--- config.mk ---
export PLATFORM = sky130hd
export DESIGN_NAME = cla_pipe_adder
export DESIGN_NICKNAME = d
export VERILOG_FILES = /design/src/rtl/cla_pipe_adder.sv
export SDC_FILE = /design/constraint.sdc
export NUM_CORES = 1
export LEC_CHECK = 0
export CORE_MARGIN = 2
export CORE_UTILIZATION = 51
export CTS_CLUSTER_SIZE = 20
export DETAILED_ROUTE_END_ITERATION = 10
export MAX_ROUTING_LAYER = met4
export PLACE_DENSITY = 0.76
export SYNTH_ARGS = -nofsm -noshare
export SYNTH_HDL_FRONTEND = slang
export SYNTH_SLANG_ARGS = --single-unit
--- constraint.sdc ---
create_clock -name clk -period 3.6 [get_ports clk]
set_clock_uncertainty 0.05 [all_clocks]
set_input_delay 0.72 -clock clk [delete_from_list [all_inputs] [get_ports clk]]
set_output_delay 0.72 -clock clk [all_outputs]
set_load 0.03 [all_outputs]
--- src/rtl/cla_pipe_adder.sv ---
// Pipelined carry-lookahead adder/subtractor: one CHUNK-bit slice per stage,
// built from 2-bit g/p cells, carry registered between stages.
module cla_pipe_adder #(
    parameter int WIDTH = 32,
    parameter int CHUNK = 8,
    localparam int STAGES = WIDTH / CHUNK
) (
    input  logic             clk,
    input  logic             rst_n,
    input  logic             in_valid,
    output logic             in_ready,
    input  logic [WIDTH-1:0] a,
    input  logic [WIDTH-1:0] b,
    input  logic             cin,
    input  logic             sub,
    output logic             out_valid,
    input  logic             out_ready,
    output logic [WIDTH-1:0] sum,
    output logic             cout,
    output logic             ovf
);

    localparam int NP = CHUNK / 2;
    localparam int L  = STAGES - 1;

    logic             stall;
    logic             vo_q;
    logic [WIDTH-1:0] sum_q;
    logic             cout_q;
    logic             ovf_q;

    assign stall    = vo_q && !out_ready;
    assign in_ready = ~stall;

    genvar k, j;
    for (k = 0; k < STAGES; k++) begin : g_st
        // x_q carries A with already-resolved slices overwritten by sum bits;
        // b_q only keeps the B' bits not yet consumed.
        localparam int R = WIDTH - k * CHUNK;

        logic             v_q;
        logic             c_q;
        logic [WIDTH-1:0] x_q;
        logic [R-1:0]     b_q;

        logic [CHUNK-1:0] p;
        logic [CHUNK-1:0] g;
        logic [CHUNK-1:0] cs;
        logic [NP:0]      pc;
        logic [NP-1:0]    mc;
        logic [WIDTH-1:0] x_d;

        if (k == 0) begin : g_ld
            always_ff @(posedge clk or negedge rst_n) begin
                if (!rst_n) begin
                    v_q <= 1'b0;
                    c_q <= 1'b0;
                    x_q <= '0;
                    b_q <= '0;
                end else if (!stall) begin
                    v_q <= in_valid;
                    if (in_valid) begin
                        x_q <= a;
                        b_q <= sub ? ~b : b;
                        c_q <= sub | cin;
                    end
                end
            end
        end else begin : g_ld
            always_ff @(posedge clk or negedge rst_n) begin
                if (!rst_n) begin
                    v_q <= 1'b0;
                    c_q <= 1'b0;
                    x_q <= '0;
                    b_q <= '0;
                end else if (!stall) begin
                    v_q <= g_st[k-1].v_q;
                    if (g_st[k-1].v_q) begin
                        x_q <= g_st[k-1].x_d;
                        b_q <= g_st[k-1].b_q[R+CHUNK-1:CHUNK];
                        c_q <= g_st[k-1].pc[NP];
                    end
                end
            end
        end

        assign p     = x_q[k*CHUNK +: CHUNK] ^ b_q[CHUNK-1:0];
        assign g     = x_q[k*CHUNK +: CHUNK] & b_q[CHUNK-1:0];
        assign pc[0] = c_q;

        for (j = 0; j < NP; j++) begin : g_pair
            assign mc[j]       = g[2*j] | (p[2*j] & pc[j]);
            assign cs[2*j]     = p[2*j] ^ pc[j];
            assign cs[2*j+1]   = p[2*j+1] ^ mc[j];
            assign pc[j+1]     = g[2*j+1] | (p[2*j+1] & mc[j]);
        end

        always_comb begin
            x_d = x_q;
            x_d[k*CHUNK +: CHUNK] = cs;
        end
    end

    // mc of the top pair is the carry into bit WIDTH-1
    always_ff @(posedge clk or negedge rst_n) begin
        if (!rst_n) begin
            vo_q   <= 1'b0;
            sum_q  <= '0;
            cout_q <= 1'b0;
            ovf_q  <= 1'b0;
        end else if (!stall) begin
            vo_q <= g_st[L].v_q;
            if (g_st[L].v_q) begin
                sum_q  <= g_st[L].x_d;
                cout_q <= g_st[L].pc[NP];
                ovf_q  <= g_st[L].pc[NP] ^ g_st[L].mc[NP-1];
            end
        end
    end

    assign out_valid = vo_q;
    assign sum       = sum_q;
    assign cout      = cout_q;
    assign ovf       = ovf_q;

endmodule

==> metrics.yaml <==
sta:
  final_min_period_over_clock_period_pct: 98.7
  layout_min_cycle_time_ns: 3.55
  final_count_of_pins_violating_max_slew: 0
  number_of_endpoints_with_negative_hold_slack_in_the_final_report: 0
  worst_case_setup_margin_in_the_final_layout_ns: 0.0467
  slew-limit-headroom_pct: 62.0
  rsz0062_at_grt: "true"
  setup-violations-final: 0
  setup-tns-final_ns: 0
  tightest_slew_ns: 0.568
  clock.fmax_mhz: 281
logic_synthesis:
  synth_area_per_cell_um2: 15.2
  ys_seq_area_share_pct: 60.2
  ys_seq_elements: 251
  yosysTopAreaCell: "dfrtp_1"
  syn_nets: 789
  syn-instance-count: 687
  netlist_top_cells_area: "dfrtp_1 60%, mux2_2 20%, fa_1 6.1%"
  synth_cell_type_count: 20
  synthesis.area_um2: 10400
  synthesis.yosys.warnings: 0
  synth_top_area_share_pct: 60.2
worst_setup_path:
  most_common_cell_type_on_the_critical_path: "fa_2"
  cpPeakStageDelay_ns: 0.41
  critPathSlowestCell: "fa_2"
  cp-end-kind: "flip-flop"
  worst-endpoint-required_ns: 4.00
  critical_path_arrival_ns: 3.95
  worstPathCellList: "inv_2 -> fa_2 -> inv_2 -> fa_2 -> fa_2 -> fa_2 -> fa_2 -> fa_2 -> fa_2 -> inv_2 -> fa_1 -> mux2i_1"
  timing.setup.critical_path_class: "flip-flop to flip-flop"
  cp-start-kind: "flip-flop"
  path_max_fanout: 2
floorplanning:
  die_y_um: 147
  die-width_um: 147
  core-area_um2: 20200
  boundaryPins: 106
  placement_rows: 52
  dieArea_um2: 21600
  start_util_pct: 51.7
pwr:
  power_density_nw_per_um2: 977
  leakage_nw: 5.49
  power.ir.vdd_worst_uv: 648
placement:
  preCtsSetupSlack_ns: -0.167
  gp_congestion: 0.768
  place.detailed.hpwl_mm: 12.5
  place.port_buffers: 105
drt:
  drt-vias-per-instance: 5.15
  post_route_ant_nets: 0
  post-route-drc-count: 0
  drt_iter0_markers: 245
  routedWlPerCell_um: 17.7
  vias: 5646
  detailed_route_wire_length_mm: 19.4
  drt_pass1_iterations: 4
cts:
  root_buffer: "clkbuf_16"
  cts-buffers-inserted: 27
  clock_insertion_delay_worst_skew_ns: 0.52
  cts_buffer_depth: 3
  clk_pin_slew_worst_paths_ns: 0.06
  hold_buffers: 0
  cts.sink_count: 251
  clock_tree_from_tritoncts: "yes"
  htree_levels: 1
final_layout:
  num_antenna_cells: 0
  drive_above_1_share_pct: 38.7
  seqCellArea_um2: 6280
  num-fill-cells: 1447
  layout.nets: 907
  multi_input_comb_area_um2: 3830
  layout-area-overhead-vs-synth_pct: 23.8
global_routing:
  groute.usage.overall_pct: 19.3
  grt_max_degree: 104
  global_route_wire_length_before_repair_mm: 32.6
  number_of_global_route_vias_before_repair: 6294
  global_route.overflow_total: 0
  antenna_found_initial: 0
run:
  drv.max_cap_violation_count: 0
worst_hold_path:
  hold_path_class: "primary input to asynchronous set/reset pin"
status:
  status: "finished clean"
==> through the flow <==
stage / power (mW) / hold WS, ns / utilization [%] / area [um2] / cells
final: 12.6 / 0.0771 / 64.1 / 12900 / 1096
after global routing: 13.5 / 0.104 / 64.1 / 12900 / 1096
after CTS: 12.7 / 0.0858 / 63.9 / 12900 / 1094
after detailed placement: 9.45 / 0.433 / 58.5 / 11800 / 1043
after global placement: 9.18 / 0.418 / 58.5 / 11800 / 1043
after floorplan: 7.92 / 0.374 / - / 10400 / 687
==> cell usage in the layout (no fill, tap or decap), types with 8 or more instances in the layout <==
cell,Yosys,layout
mux2_4,12,12
mux2_2,188,188
clkdlybuf4s50_1,0,102
buf_4,1,16
mux2i_1,12,12
inv_1,40,26
inv_2,0,14
clkbuf_16,0,27
bufinv_16,0,8
dfrtp_1,251,251
xnor2_1,31,31
a21oi_1,62,62
fa_2,0,26
==> critical path: cells and delay by family (launching register included) <==
| kind | cells | cell delay, ns |
|---|---|---|
| adders and majority gates | 8 | 2.74 |
| buffers and inverters | 3 | 0.18 |
| DFF | 1 | 0.38 |
| muxes | 1 | 0.13 |
==> power breakdown <==
part / switching [mW] / internal [mW] / total, mW
sequential: 0.790 / 4.15 / 4.94
clock: 1.12 / 2.00 / 3.12
combinational: 2.04 / 2.52 / 4.56
==> what timing repair did <==
| item | CTS | global route |
|---|---|---|
| pin swaps | 4 | 4 |
| hold endpoints to repair | 0 | 0 |
| resized for setup | 19 | 19 |
| setup endpoints to repair | 5 | 5 |
| buffers inserted | 1 | 2 |
==> routing by layer <==
metal,vias up,part of all wire [%],GRT usage (%),wire length [um]
met1,2956,45,25.7,8650
met2,99,50,32.1,9610
met5,-,0,-,0
met3,29,3.8,3.23,745
li1,2562,-,-,-
met4,0,1.8,3.70,344
==> worst paths after layout <==
kind | start | endpoint | slack [ns] | cells past startpoint
setup / recovery | g_st[1].c_q | g_st[2].x_q[15] | 0.05 | 12
hold / removal | rst_n | g_st[1].x_q[20] | 0.08 | 1
setup reg to reg | g_st[1].c_q | g_st[2].x_q[15] | 0.05 | 12
hold reg to reg | g_st[2].x_q[3] | g_st[2].x_q[3] | 0.45 | 1
max in group asynchronous | rst_n | g_st[3].x_q[12] | 2.53 | 2
min in group clk | g_st[2].x_q[3] | g_st[2].x_q[3] | 0.45 | 1
==> state kept, by name, summed over array words and instances (netlist names) <==
| signal | count |
|---|---|
| g_st.x_q | 128 |
| g_st.b_q | 80 |
| sum | 32 |
| g_st.c_q | 4 |
| g_st.v_q | 4 |
| cout | 1 |
| out_valid | 1 |
| ovf | 1 |
==> area by class of cell <==
| type | instances | share of cell area (%) |
|---|---|---|
| multi-input cells | 358 | 29.7 |
| inverters | 40 | 1.16 |
| flip-flops and latches | 251 | 48.6 |
| well taps | 270 | 2.62 |
| clock buffers | 30 | 5.47 |
| repair buffers | 127 | 9.96 |
| clock inverters | 20 | 2.51 |
==> cells in the mapped netlist (all sizes together) <==
master and instances:
xor2 2, nor2 1, fa 32, xnor2 31
a21oi 62, inv 40, o21ai 7, and2 1
nand3 4, buf 31, dfrtp 251, nand2 5
mux2 200, clkbuf 7, mux2i 12, nand2b 1
==> cell families after synthesis <==
kind of cell,synth area share [%]
DFF,60.2
muxes,23.2
buffers and inverters,3.74
AOI/OAI and AO/OA,3.31
xor gates and xnor gates,2.77
adders and majority gates,6.14
and+or+nand+nor,0.648
Note: power is estimated with default switching activity, not from simulation.
